### src/rtl/id_ex_stage.sv
// rtl/id_ex_stage.sv - ID/EX pipeline register with load-use hazard detection,
// branch flush bubbles and saturating stall/flush event counters.
module id_ex_stage #(
  parameter int XLEN  = 32,
  parameter int CNT_W = 16
) (
  input  logic             clk,
  input  logic             rst,
  input  logic             valid_D,
  input  logic             RUWr_D,
  input  logic             AluASrc_D,
  input  logic             AluBSrc_D,
  input  logic             DMWr_D,
  input  logic             DMRd_D,
  input  logic [4:0]       BrOp_D,
  input  logic [3:0]       ALUOp_D,
  input  logic [2:0]       DMCtrl_D,
  input  logic [1:0]       RUDataWrSrc_D,
  input  logic [XLEN-1:0]  PC_D,
  input  logic [XLEN-1:0]  RUrs1_D,
  input  logic [XLEN-1:0]  RUrs2_D,
  input  logic [XLEN-1:0]  ImmExt_D,
  input  logic [4:0]       rs1_D,
  input  logic [4:0]       rs2_D,
  input  logic [4:0]       rd_D,
  input  logic             flush_i,
  output logic             valid_E,
  output logic             RUWr_E,
  output logic             AluASrc_E,
  output logic             AluBSrc_E,
  output logic             DMWr_E,
  output logic             DMRd_E,
  output logic [4:0]       BrOp_E,
  output logic [3:0]       ALUOp_E,
  output logic [2:0]       DMCtrl_E,
  output logic [1:0]       RUDataWrSrc_E,
  output logic [XLEN-1:0]  PC_E,
  output logic [XLEN-1:0]  RUrs1_E,
  output logic [XLEN-1:0]  RUrs2_E,
  output logic [XLEN-1:0]  ImmExt_E,
  output logic [4:0]       rs1_E,
  output logic [4:0]       rs2_E,
  output logic [4:0]       rd_E,
  output logic             stall_o,
  output logic [CNT_W-1:0] stall_cnt,
  output logic [CNT_W-1:0] flush_cnt
);

  typedef struct packed {
    logic            valid;
    logic            ru_wr;
    logic            alu_a_src;
    logic            alu_b_src;
    logic            dm_wr;
    logic            dm_rd;
    logic [4:0]      br_op;
    logic [3:0]      alu_op;
    logic [2:0]      dm_ctrl;
    logic [1:0]      ru_data_wr_src;
    logic [XLEN-1:0] pc;
    logic [XLEN-1:0] rs1_data;
    logic [XLEN-1:0] rs2_data;
    logic [XLEN-1:0] imm;
    logic [4:0]      rs1;
    logic [4:0]      rs2;
    logic [4:0]      rd;
  } ex_t;

  ex_t              e_q, e_d;
  logic             hazard;
  logic [CNT_W-1:0] stall_cnt_q, stall_cnt_d;
  logic [CNT_W-1:0] flush_cnt_q, flush_cnt_d;

  // Both source indices are compared even when the consumer ignores rs2.
  assign hazard  = e_q.valid & e_q.dm_rd & (e_q.rd != 5'd0) & valid_D &
                   ((e_q.rd == rs1_D) | (e_q.rd == rs2_D));
  assign stall_o = hazard & ~flush_i;

  always_comb begin
    e_d = '0;
    if (!(flush_i | hazard)) begin
      // State-changing controls are gated so an empty slot is always a nop.
      e_d.valid          = valid_D;
      e_d.ru_wr          = RUWr_D & valid_D;
      e_d.alu_a_src      = AluASrc_D;
      e_d.alu_b_src      = AluBSrc_D;
      e_d.dm_wr          = DMWr_D & valid_D;
      e_d.dm_rd          = DMRd_D & valid_D;
      e_d.br_op          = valid_D ? BrOp_D : 5'd0;
      e_d.alu_op         = ALUOp_D;
      e_d.dm_ctrl        = DMCtrl_D;
      e_d.ru_data_wr_src = RUDataWrSrc_D;
      e_d.pc             = PC_D;
      e_d.rs1_data       = RUrs1_D;
      e_d.rs2_data       = RUrs2_D;
      e_d.imm            = ImmExt_D;
      e_d.rs1            = rs1_D;
      e_d.rs2            = rs2_D;
      e_d.rd             = rd_D;
    end
  end

  always_comb begin
    stall_cnt_d = stall_cnt_q;
    flush_cnt_d = flush_cnt_q;
    if (stall_o && (stall_cnt_q != '1)) stall_cnt_d = stall_cnt_q + CNT_W'(1);
    if (flush_i && (flush_cnt_q != '1)) flush_cnt_d = flush_cnt_q + CNT_W'(1);
  end

  always_ff @(posedge clk) begin
    if (rst) begin
      e_q         <= '0;
      stall_cnt_q <= '0;
      flush_cnt_q <= '0;
    end else begin
      e_q         <= e_d;
      stall_cnt_q <= stall_cnt_d;
      flush_cnt_q <= flush_cnt_d;
    end
  end

  assign valid_E       = e_q.valid;
  assign RUWr_E        = e_q.ru_wr;
  assign AluASrc_E     = e_q.alu_a_src;
  assign AluBSrc_E     = e_q.alu_b_src;
  assign DMWr_E        = e_q.dm_wr;
  assign DMRd_E        = e_q.dm_rd;
  assign BrOp_E        = e_q.br_op;
  assign ALUOp_E       = e_q.alu_op;
  assign DMCtrl_E      = e_q.dm_ctrl;
  assign RUDataWrSrc_E = e_q.ru_data_wr_src;
  assign PC_E          = e_q.pc;
  assign RUrs1_E       = e_q.rs1_data;
  assign RUrs2_E       = e_q.rs2_data;
  assign ImmExt_E      = e_q.imm;
  assign rs1_E         = e_q.rs1;
  assign rs2_E         = e_q.rs2;
  assign rd_E          = e_q.rd;
  assign stall_cnt     = stall_cnt_q;
  assign flush_cnt     = flush_cnt_q;

endmodule

### config.mk
export PLATFORM = sky130hd
export DESIGN_NAME = id_ex_stage
export DESIGN_NICKNAME = d
export VERILOG_FILES = /design/src/rtl/id_ex_stage.sv
export SDC_FILE = /design/constraint.sdc
export NUM_CORES = 1
export LEC_CHECK = 0
export ABC_AREA = 1
export BUFFER_PORTS_ARGS = -buffer_cell sky130_fd_sc_hd__buf_2
export CORE_AREA = 5 5 137 139
export CTS_CLUSTER_DIAMETER = 120
export CTS_CLUSTER_SIZE = 30
export DETAILED_ROUTE_END_ITERATION = 10
export DIE_AREA = 0 0 142 144
export PLACE_DENSITY_LB_ADDON = 0.05
export SYNTH_ARGS = -nofsm -noshare
export SYNTH_HDL_FRONTEND = slang
export SYNTH_SLANG_ARGS = --single-unit
### constraint.sdc
create_clock -name clk -period 3 [get_ports clk]
set_input_delay 0.3 -clock clk [delete_from_list [all_inputs] [get_ports clk]]
set_output_delay 0.3 -clock clk [all_outputs]
set_load 0.005 [all_outputs]
=== Word level (Yosys, flattened, before mapping) ===
Cells that the tools add are included.

* Add/subtract/negate cells: 2
* Reductions and logical operators: 5
* Bitwise operators: 12
* Equal/unequal tests: 4

{| class="wikitable"
|+ Operators with widths
! operator !! count
|-
| adder 16 x 1 -> 16 bit (second input constant) || 2
|-
| != test 16 bit (second input constant) || 2
|-
| equality test 5 bit || 2
|-
| AND 1 bit || 8
|-
| nonzero test 5 bit || 1
|-
| OR reduction 3 bit || 1
|-
| logical AND 1 bit || 2
|-
| NOT 1 bit || 2
|-
| bitwise OR 1 bit || 2
|-
| OR reduction 2 bit || 1
|}

* Bits of input ports: 166
* Register bits after elaboration: 195

=== Depth between registers and ports, before layout ===
Gate-level depths: netlist (run 1).

* Depth in word-level cells: 6
* Depth in mapped cells: 11
* Depth with buffers taken out: 10

=== Worst setup path after synthesis (run 1) ===
No wires, ideal clock.

* Kind: register -> register
* From: reg stall_cnt_q[0] (netlist: stall_cnt[0])
* To: reg stall_cnt_q[11] (netlist: stall_cnt[11])
* Clock period less this slack: 1550 ps
* Slack: 1450 ps
* Buffers on the path: 1
* Arrival time: 1437 ps
* Cell stages (with the launch flop): 10
* Path through: dfxtp_1 -> ha_1 -> nand2_2 -> nor3_4 -> nand4_2 -> nand4_4 -> buf_6 -> nand2_1 -> nand2_1 -> nor2_1

* Longest elaborated chain between the ends: 2
* Elaborated cells on any way between the ends: 3

{| class="wikitable"
|+ Ends and longest elaborated chain
! element !! RTL line !! text
|-
| start: declaration || 71 || <nowiki>logic [CNT_W-1:0] stall_cnt_q, stall_cnt_d;</nowiki>
|-
| start signal: assignment || 117 || <nowiki>stall_cnt_q <= stall_cnt_d;</nowiki>
|-
| parallel branches: the longest is 2 deep, another holds adder 16 x 1 -> 16 bit || n/a ||
|}

Parallel ways; which one is timed is not known.
A chain may end at the register's enable or synchronous reset.

=== Worst setup path after layout (run 1) ===
* From: reg e_q, in the netlist rd_E[0]
* To: out stall_o

* Longest elaborated chain between the ends: 5
* Elaborated cells on any way between the ends: 8

{| class="wikitable"
|+ Ends and longest elaborated chain
! element !! RTL line !! text
|-
| start: declaration || 69 || <nowiki>ex_t e_q, e_d;</nowiki>
|-
| start signal: assignment || 112 || <nowiki>e_q <= '0;</nowiki>
|-
| start signal: assignment || 116 || <nowiki>e_q <= e_d;</nowiki>
|-
| nonzero test 5 bit || 75 || <nowiki>assign hazard = e_q.valid & e_q.dm_rd & (e_q.rd != 5'd0) & valid_D &</nowiki>
|-
| AND 1 bit (2 in a row) || 75 ||
|-
| AND 1 bit * || 75 ||
|-
| AND 1 bit * || 77 || <nowiki>assign stall_o = hazard & ~flush_i;</nowiki>
|-
| end: declaration || 44 || <nowiki>output logic stall_o,</nowiki>
|}

Mark *: on every way between the ends. The rest lies on a longest branch, timed or not.

==> key figures, run 1 <==
Timing
  • Final hold violation count: 0
  • Worst Clk Skew: 11.1 ps
  • Tmin final: 1970 ps
  • Endpoints failing setup: 0
  • Worst slew pin tran: 403 ps
  • Final setup TNS: 0 ps
  • RSZ-0062 raised after global routing: no
  • Max Slew Vio Count: 0
  • Max-slew headroom: 73.0%
  • Fin crit share: 65.8%
  • Fmax: 0.507 GHz
  • Hold WS: 79.5 ps

Finish
  • Layout cells sized above 1: 33.9%
  • Final Non-Filler Cells: 1430
  • Area Growth Syn to Fin: 38.8%
  • Fin area: 9180 µm²
  • Nets: 1353

Global routing
  • GRT Util Overall: 18.4%
  • Overflow after GRT: 0
  • Initial antenna violation count: 5
  • Vias in the first global route: 5369
  • Largest net degree at the start of global routing: 78
  • First-pass GRT wire length: 29.0 mm

Critical path
  • Max incr delay on CP: 410 ps
  • CP delay by family, top: simple AND/OR/NAND/NOR gates
  • R2R Setup Slk: 1060 ps
  • CP max stage cell: dfxtp_1
  • Crit path arrival time: 1670 ps
  • Worst R2R End: RUrs2_E[8]
  • Critical Path End Type: output port
  • WP data required: 2700 ps
  • Worst Path Buf+Inv: 3
  • Critical path peak fanout: 5
  • Critical path type: reg2out
  • Critical Path Source Type: register
  • Launch point of the worst reg-to-reg path: rd_E[0]
  • Crit-path cells: inv_1 > nand2_1 > nand2_1 > nor2_1 > nand3_1 > nand2_2 > nand3_1 > inv_1 > buf_2
  • Reg2reg path depth: 10

Synth
  • Yosys warns: 0
  • Post-synthesis sequential area ratio: 59.0%
  • Area leader, netlist: dfxtp_1
  • Post-synth top area share: 59.0%
  • Ranking of synthesized cells by area: dfxtp_1 (59%), nor2_1 (13%), inv_1 (11%)
  • Post-synthesis cell area: 6610 µm²
  • FF+latch count, synth: 195
  • Net Count, Synth: 993
  • Syn avg cell area: 8.01 µm²
  • Gate Count Post-Synth: 825
  • Yosys cell types: 27

Floorplanning
  • Chip Width: 142 µm
  • IO Count: 362
  • FP Rows: 49
  • DIE HEIGHT: 144 µm
  • Starting Density: 37.7%
  • Core ar.: 17500 µm²
  • Die Area: 20400 µm²

Clocking
  • Clk sink count: 195
  • Clock Tree Buf Depth: 2
  • Clk slew on worst S/H paths: 70 ps
  • Setup repair bufs after CTS: 0
  • Clk root buf: clkbuf_16
  • Resized cells post-CTS: 0
  • Cts hold-fix bufs: 0
  • Worst-skew pair later-pin latency: 430 ps
  • CTS tree: yes
  • CTS Buf Count: 17
  • Htree depth: 4

Power
  • Clock share of power: 42.3%
  • Overall Power: 5.34 mW
  • Cell Pwr Density: 582 nW/µm²
  • Leakage: 5.47 nW
  • Comb power frac: 7.2%
  • Int Pwr: 4.12 mW
  • Max rail drop VDD: 0.403 mV
  • Sw Ratio: 22.9%
  • Sw power: 1.22 mW
  • Reg power frac: 50.5%

Worst hold path
  • Worst min-delay path category: in2reg
  • Cell count of the worst hold path: 3
  • Hold EP: RUrs2_E[0]
  • Hold_sp: RUrs2_D[0]

Routing
  • Post-DR wirelength/cell: 14.0 µm
  • Routed Antenna Nets: 0
  • Vias per cell: 4.05
  • WL final: 20.0 mm
  • Drt pass-1 iters: 4
  • Starting DRC count in detailed routing: 208
  • Routed via count: 5798
  • DRC: 0

Placement
  • Port Buffers: 361
  • Post-DP Area: 8580 µm²
  • Cells after DPL: 1395
  • RD Place Congestion: 0.801
  • Detail Placement HPWL: 15.7 mm

Outcome
  • Status: finished, final reports clean

Flow run
  • Max-Cap Viols: 0
power by group through the flow:
stage	sequential [mW]	combinational, mW	clock, mW
after global routing	2.71	0.429	2.43
after global placement	2.75	0.390	0
after floorplan	2.77	0.141	0
after detailed placement	2.76	0.388	0
final	2.70	0.382	2.26
after CTS	2.70	0.391	2.33
sequential cells by signal (all words and copies together) (netlist names):
register,count
stall_cnt,16
AluASrc_E,1
RUrs1_E,32
RUDataWrSrc_E,2
flush_cnt,16
DMRd_E,1
AluBSrc_E,1
PC_E,32
rd_E,5
BrOp_E,5
RUWr_E,1
RUrs2_E,32
rs1_E,5
rs2_E,5
DMWr_E,1
DMCtrl_E,3
valid_E,1
ImmExt_E,32
ALUOp_E,4
through the flow:
step | worst slack (ps) | util (%)
after floorplan | 1450 | -
after global placement | 1060 | 49.0
after detailed placement | 1060 | 49.0
after CTS | 1000 | 52.3
after global routing | 813 | 52.3
final | 1030 | 52.3
cell type report:
class	count	area, µm²
timing repair buffer	364	1850
tap	229	287
antenna	4	10.0
clock buffer	18	439
fill	1777	8360
inverter	204	766
clock inverter	13	145
sequential	195	3900
multi-input combinational	403	1770
cell usage in the layout, fill, tap and decap left out, types with 2 or more instances in the layout:
cell type,netlist,routed
dfxtp_1,195,195
nand2_1,93,93
clkinv_1,2,2
clkinv_2,0,3
xnor2_1,2,2
nor3_1,9,9
a21oi_1,11,11
bufinv_16,0,2
inv_6,0,4
buf_2,2,361
xor2_1,15,15
inv_1,198,198
buf_12,0,2
ha_1,2,2
clkbuf_16,0,17
nand2_2,3,3
clkinvlp_4,0,2
nor4_1,2,2
o21ai_0,11,11
nand3_1,17,17
inv_2,4,4
nor2_1,222,222
diode_2,0,4
nand4_1,9,9
how the worst max path moves through the flow:
stage	depth (start not counted)	slack (ps)	end	startpoint
finish	9	1030	stall_o	rd_E[0]
CTS	9	1000	stall_o	rd_E[0]
floorplan	9	1450	stall_cnt[11]	stall_cnt[0]
global route	9	810	stall_o	rd_E[0]
detailed placement	10	1060	ImmExt_E[22]	rd_E[0]
global placement	10	1060	ALUOp_E[3]	rd_E[0]
cell usage after synthesis (all sizes together):
cell,count
a21oi,11
buf,20
clkbuf,3
clkinv,2
dfxtp,195
ha,2
inv,202
nand2,96
nand3,18
nand3b,1
nand4,11
nor2,222
nor3,10
nor3b,1
nor4,2
o21ai,11
o21bai,1
xnor2,2
xor2,15
cells by family (layout without fill, tap and decap cells):
logic type	count (synthesis)	count (layout)	share of synthesized area, %
flops	195	195	59.0
compound gates	23	23	1.78
fa+ha+maj	2	2	0.378
xor+xnor	17	17	2.25
simple gates	361	361	22.3
buf+inv	227	599	14.2
other cells	0	4	0
worst min-delay path, cell delays in order:
cell and delay (ps):
buf_2 100, inv_1 40, nor2_1 30
layer usage:
metal,track usage [%],vias up,part of all wire (%)
met5,0,-,0.055
met4,7.47,2,2.6
met3,5.65,30,6.9
met2,32.0,199,51
met1,21.2,2488,40
li1,-,3079,-
No activity file was read; power rests on OpenSTA's default activity.
==> run 2, diff against run 1 <==
- CORE_AREA: 5 5 137 139 -> 5 5 139 141
- DIE_AREA: 0 0 142 144 -> 0 0 144 146
- clock period: 3 -> 1.6 ns (I/O delays scaled with it)
==> run 2 against run 1 <==
The flow now finishes with violations (negative setup slack). Cell count increased by 16%. Clock-buffer cell count increased by 1. Non-clock buffer count increased by 225. Clock skew increased by 5.4 ps. Global-route usage increased by 2.7 points. Worst hold slack got worse by 56 ps. Sequential power increased by 87%. Largest cell class is now buffers. Highest routed layer is now met4.
==> key figures, run 2 (synthesized netlist as in run 1, its figures left out) <==
Outcome
  • Status: finished, violations left
  • Violated checks: negative setup slack

Placement
  • Dpl ws: -9.95 ps (-1070 ps)
  • Cells after DPL: 1432 (+2.7%)
  • RD Place Congestion: 0.821 (+2.4%)
  • Detail Placement HPWL: 16.3 mm (+3.6%)
  • Port Buffers: 361 (unchanged)
  • Post-DP Area: 8920 µm² (+4.0%)

Timing
  • Fin crit share: 109%
  • Worst slew pin tran: 445 ps (+41.8 ps)
  • Final hold violation count: 0 (unchanged)
  • Max Slew Vio Count: 0 (unchanged)
  • Hold WS: 23.6 ps (-55.9 ps)
  • Endpoints failing setup: 19 (+19)
  • Max-slew headroom: 70.3% (-2.7 points)
  • Fmax: 0.571 GHz
  • Worst Clk Skew: 16.6 ps (+5.43 ps)
  • Post-route setup slack: -151 ps (-1180 ps)
  • Final setup TNS: -787 ps (-787 ps)
  • RSZ-0062 raised after global routing: yes
  • Tmin final: 1750 ps

Routing
  • Starting DRC count in detailed routing: 187 (-10%)
  • Drt pass-1 iters: 5 (+1)
  • Routed Antenna Nets: 0 (unchanged)
  • DRC: 0 (unchanged)
  • Vias per cell: 4.17 (+2.9%)
  • WL final: 24.0 mm (+20%)
  • Post-DR wirelength/cell: 14.5 µm (+3.9%)
  • Routed via count: 6900 (+19%)

Critical path
  • R2R Setup Slk: -60 ps (-1120 ps)
  • Crit path arrival time: 1590 ps (-80 ps)
  • Critical Path Source Type: register
  • Worst Path Buf+Inv: 4 (+1)
  • Critical path type: reg2out
  • Max incr delay on CP: 380 ps (-30 ps)
  • Crit-path cells: inv_2 > nand2_1 > nand2_1 > nor2_1 > nand3_1 > nand2_2 > buf_12 > nand3_4 > inv_2 > buf_6
  • Critical path peak fanout: 5 (unchanged)
  • WP data required: 1440 ps (-1260 ps)
  • CP delay by family, top: simple AND/OR/NAND/NOR gates
  • CP max stage cell: dfxtp_4
  • Critical Path End Type: output port

Worst hold path
  • Worst min-delay path category: in2reg

Global routing
  • Most Crowded Layer GR: met2
  • Largest net degree at the start of global routing: 37 (-53%)
  • Met2 Use GR: 37.4% (+5.4 points)
  • GRT met1 Usage: 23.7% (+2.5 points)
  • First-pass GRT wire length: 35.1 mm (+21%)
  • GRT Util Overall: 21.1% (+2.7 points)
  • Overflow after GRT: 0 (unchanged)
  • Initial antenna violation count: 1 (-4)
  • Vias in the first global route: 6721 (+25%)
  • GR Util met3: 5.59% (-0.068 points)

Power
  • Cell Pwr Density: 890 nW/µm² (+53%)
  • Overall Power: 10.5 mW (+96%)
  • Leakage: 6.57 nW (+20%)
  • Max rail drop VDD: 0.712 mV (+77%)

Clocking
  • Htree depth: 4 (unchanged)
  • CTS tree: yes
  • Clk sink count: 195 (unchanged)
  • CTS Buf Count: 17 (unchanged)
  • Clk root buf: clkbuf_16
  • Worst-skew pair later-pin latency: 430 ps (about the same)
  • Clock Tree Buf Depth: 2 (unchanged)
  • Clk slew on worst S/H paths: 80 ps (about the same)

Flow run
  • Max-Cap Viols: 0 (unchanged)

Finish
  • Final Non-Filler Cells: 1654 (+16%)
  • Area occupied by multi-input gates: 1970 µm² (+11%)
  • Register area: 3930 µm² (+0.61%)
  • Area Growth Syn to Fin: 78.0%
  • Nets: 1579 (+17%)
  • Commonest non-fill, non-tap cells in the layout: buf_2 (360), nor2_1 (205), inv_1 (194)
  • Commonest non-fill, non-tap cell in the layout: buf_2
  • Fin area: 11800 µm² (+28%)
  • Layout cells sized above 1: 37.1% (+3.2 points)
  • Filler Cell Count: 1507 (-15%)
  • Post-route core utilization: 66.0% (+14 points)

Floorplanning
  • Chip Width: 144 µm (+1.4%)
  • Core ar.: 17800 µm² (+1.7%)
  • DIE HEIGHT: 146 µm (+1.4%)
  • Starting Density: 37.1% (-0.65 points)
  • IO Count: 362 (unchanged)
  • Die Area: 21000 µm² (+2.8%)
  • FP Rows: 49 (unchanged)
==> run 2: cell count changes in the layout (fill, tap and decap cells not counted), moves of 10 or more <==
cell           before  now
nand2_1            93   72
buf_4               1   44
nand2_2             3   17
nor2_2              0   13
nor2_1            222  205
dfxtp_2             0   10
dlygate4sd3_1       0  163
dfxtp_1           195  182
==> run 2: worst reg2reg max path: cells and delay by family, from the launching register on <==
family | cells | cell delay [ps]
flip-flops | 1 | 380
AND/OR/NAND/NOR | 8 | 680
buffers and inverters | 4 | 490
==> run 2: area by class of cell <==
class / instances / area share [%]
multi-input cells: 404 / 16.8
well taps: 229 / 2.44
diodes: 1 / 0.0213
inverters: 204 / 6.54
clock inverters: 13 / 1.19
flip-flops and latches: 195 / 33.4
clock buffers: 19 / 3.76
repair buffers: 589 / 35.9
==> run 2: worst paths after layout <==
| check | from | end | depth (start not counted) |
|---|---|---|---|
| worst max-delay path | rd_E[0] | stall_o | 10 |
| worst min-delay path | rst | flush_cnt[1] | 2 |
| worst max register to register | rd_E[0] | stall_cnt[11] | 12 |
| worst min register to register | flush_cnt[15] | flush_cnt[15] | 2 |
==> run 2: timing repair <==
action,in CTS,in global routing
pin swaps,6,20
hold endpoints to repair,162,0
setup endpoints to repair,25,194
cloned,0,9
setup buffers,4,13
resized for setup,17,74
hold buffers,163,0
==> run 2: routing by layer <==
layer / share of wire (%) / vias up
li1: - / 3535
met1: 39 / 3065
met2: 51 / 248
met3: 6.8 / 52
met4: 3.1 / 0
met5: 0 / -
==> run 2: where the power goes <==
part	switching, mW	internal [mW]	total, mW
Combinational	0.494	0.698	1.19
Clock	1.98	2.25	4.22
Sequential	0.0455	5.01	5.06
Total	2.52	7.96	10.5
==> run 3, diff against run 2 <==
- CORE_AREA: 5 5 139 141 -> unset
- CORE_ASPECT_RATIO: unset -> 0.5
- CORE_MARGIN: unset -> 5
- CORE_UTILIZATION: unset -> 40
- DIE_AREA: 0 0 144 146 -> unset
==> run 3 against run 2 <==
The run still ends with negative setup slack left. Power is 1.0% lower. Via count is 1.9% higher. Sequential share of layout area is 0.35 points higher.
==> key figures, run 3 (synthesized netlist as in run 1, its figures left out) <==
Clocking
  • Clk slew on worst S/H paths: 70 ps (about the same)
  • CTS tree: yes
  • Clk sink count: 195 (unchanged)
  • Clk root buf: clkbuf_16
  • Worst-skew pair later-pin latency: 430 ps (about the same)
  • Clock Tree Buf Depth: 2 (unchanged)
  • CTS Buf Count: 17 (unchanged)
  • Htree depth: 4 (unchanged)

Floorplanning
  • Core ar.: 16300 µm² (-8.6%)
  • Die Area: 19400 µm² (-7.9%)
  • IO Count: 362 (unchanged)
  • Chip Width: 192 µm (+33%)
  • FP Rows: 33 (-33%)
  • DIE HEIGHT: 101 µm (-31%)
  • Starting Density: 40.5% (+3.5 points)

Worst hold path
  • Worst min-delay path category: in2reg
  • Hold_sp: rst

Placement
  • Detail Placement HPWL: 15.8 mm (-3.4%)
  • Cells after DPL: 1427 (-0.35%)
  • RD Place Congestion: 0.857 (+4.4%)
  • Port Buffers: 361 (unchanged)

Timing
  • Post-route setup slack: -159 ps (-8.14 ps)
  • Fmax: 0.569 GHz (-0.46%)
  • RSZ-0062 raised after global routing: yes
  • Max-slew headroom: 74.4% (+4.1 points)
  • Fin crit share: 110% (+0.51 points)
  • Max Slew Vio Count: 0 (unchanged)
  • Endpoints failing setup: 123 (+104)
  • Worst slew pin tran: 381 ps (-64.0 ps)
  • Worst Clk Skew: 13.8 ps (-2.78 ps)
  • Final hold violation count: 0 (unchanged)
  • Tmin final: 1760 ps (+8.14 ps)

Finish
  • Filler Cell Count: 1265 (-16%)
  • Register area: 3920 µm² (-0.22%)
  • Commonest non-fill, non-tap cell in the layout: buf_2
  • Area Growth Syn to Fin: 75.7%
  • Area occupied by multi-input gates: 1870 µm² (-5.1%)
  • Layout cells sized above 1: 35.3% (-1.9 points)
  • Commonest non-fill, non-tap cells in the layout: buf_2 (360), nor2_1 (209), inv_1 (195)
  • Nets: 1574 (-0.32%)
  • Final Non-Filler Cells: 1647 (-0.42%)

Power
  • Max rail drop VDD: 0.742 mV (+4.3%)
  • Overall Power: 10.4 mW (-1.0%)
  • Clock share of power: 39.0% (-1.3 points)
  • Comb power frac: 12.1% (+0.7 points)
  • Sw power: 2.58 mW (+2.5%)
  • Leakage: 6.57 nW (about the same)
  • Reg power frac: 48.9% (+0.6 points)
  • Cell Pwr Density: 892 nW/µm² (+0.24%)
  • Int Pwr: 7.79 mW (-2.1%)
  • Sw Ratio: 24.9% (+0.85 points)

Routing
  • Vias per cell: 4.27 (+2.3%)
  • WL final: 25.0 mm (+4.4%)
  • Starting DRC count in detailed routing: 285 (+52%)
  • M1 wire length: 9.80 mm (+5.2%)
  • Routed Antenna Nets: 0 (unchanged)
  • DR WL met3: 1.51 mm (-7.6%)
  • Max Used Layer: met4
  • Met2 WL: 12.8 mm (+4.3%)
  • DRC: 0 (unchanged)
  • Drt pass-1 iters: 4 (-1)
  • Routed via count: 7029 (+1.9%)
  • Post-DR wirelength/cell: 15.2 µm (+4.8%)

Critical path
  • Launch point of the worst reg-to-reg path: rd_E[0]
  • CP max stage cell: dfxtp_2
  • Critical Path Source Type: register
  • Critical path peak fanout: 8 (+3)
  • Critical path origin: rd_E[0]
  • Crit path arrival time: 2100 ps (+510 ps)
  • Max incr delay on CP: 340 ps (-40 ps)
  • Critical path type: reg2reg
  • Critical Path End Type: register
  • WP data required: 1940 ps (+500 ps)
  • Crit-path cells: nand2_1 > clkinv_1 > nor2_2 > nor2_2 > nand3_2 > nand2_2 > buf_4 > nand2_4 > nand3_4 > clkbuf_16 > buf_16 > nor2_1
  • Crit path top cell by count: nor2_2

Global routing
  • Overflow after GRT: 0 (unchanged)
  • Initial antenna violation count: 0 (-1)
  • Vias in the first global route: 7047 (+4.9%)
  • First-pass GRT wire length: 35.1 mm (about the same)
  • GRT Util Overall: 23.0% (+1.9 points)
  • Largest net degree at the start of global routing: 60 (+62%)

Flow run
  • Max-Cap Viols: 0 (unchanged)

Outcome
  • Violated checks: negative setup slack
  • Status: finished, violations left
## run 3: per-stage QoR
stage | hold WS, ps | instance area [µm²] | TNS, ps | utilization, % | setup WS [ps]
floorplan | 272 | 6610 | 0 | - | 50.4
global placement | 371 | 8850 | 0 | 54.3 | 38.6
global route | 21.7 | 11600 | -22230 | 71.2 | -242
CTS | 25.4 | 11100 | -4270 | 68.1 | -111
detailed placement | 378 | 8850 | -7.69 | 54.3 | -5.19
finish | 34.0 | 11600 | -4870 | 71.2 | -159
## run 3: worst paths after layout
| check | end | slack (ps) | depth (start not counted) |
|---|---|---|---|
| setup reg to reg | ImmExt_E[27] | -160 | 12 |
| setup / recovery | ImmExt_E[27] | -160 | 12 |
| hold / removal | flush_cnt[1] | 30 | 2 |
| hold reg to reg | flush_cnt[9] | 480 | 2 |
## run 3: repair_timing
item	4_1_cts	5_1_grt
hold buffers	162	0
endpoints found under the setup margin	82	192
endpoints found under the hold margin	162	0
cloned	1	16
pin swaps	9	15
gates resized for setup	10	48
setup buffers	3	5
## run 3: power by group through the flow
| stage | Sequential [mW] | Clock, mW | Combinational, mW |
|---|---|---|---|
| final | 5.07 | 4.04 | 1.26 |
| after global routing | 5.08 | 4.35 | 1.36 |
| after CTS | 5.06 | 4.13 | 1.09 |
| after detailed placement | 5.17 | 0 | 0.747 |
| after global placement | 5.17 | 0 | 0.742 |
| after floorplan | 5.20 | 0 | 0.265 |
## run 3: cell type report
cell class	instances	area share [%]
multi-input cells	404	16.1
flip-flops and latches	195	33.7
diodes	2	0.0431
clock inverters	13	1.03
well taps	227	2.44
repair buffers	584	36.3
clock buffers	18	3.69
inverters	204	6.59
## run 3: critical path, delay by kind of cell, from the launching register on
kind	cells	cell delay [ps]
DFF	1	340
and+or+nand+nor	8	720
buffers and inverters	4	590
## run 3: metal layers
layer  GRT usage, %  vias up
met5              0        -
met4           10.8        0
met3           6.64       68
met2           42.6      216
met1           24.4     3218
li1               -     3527
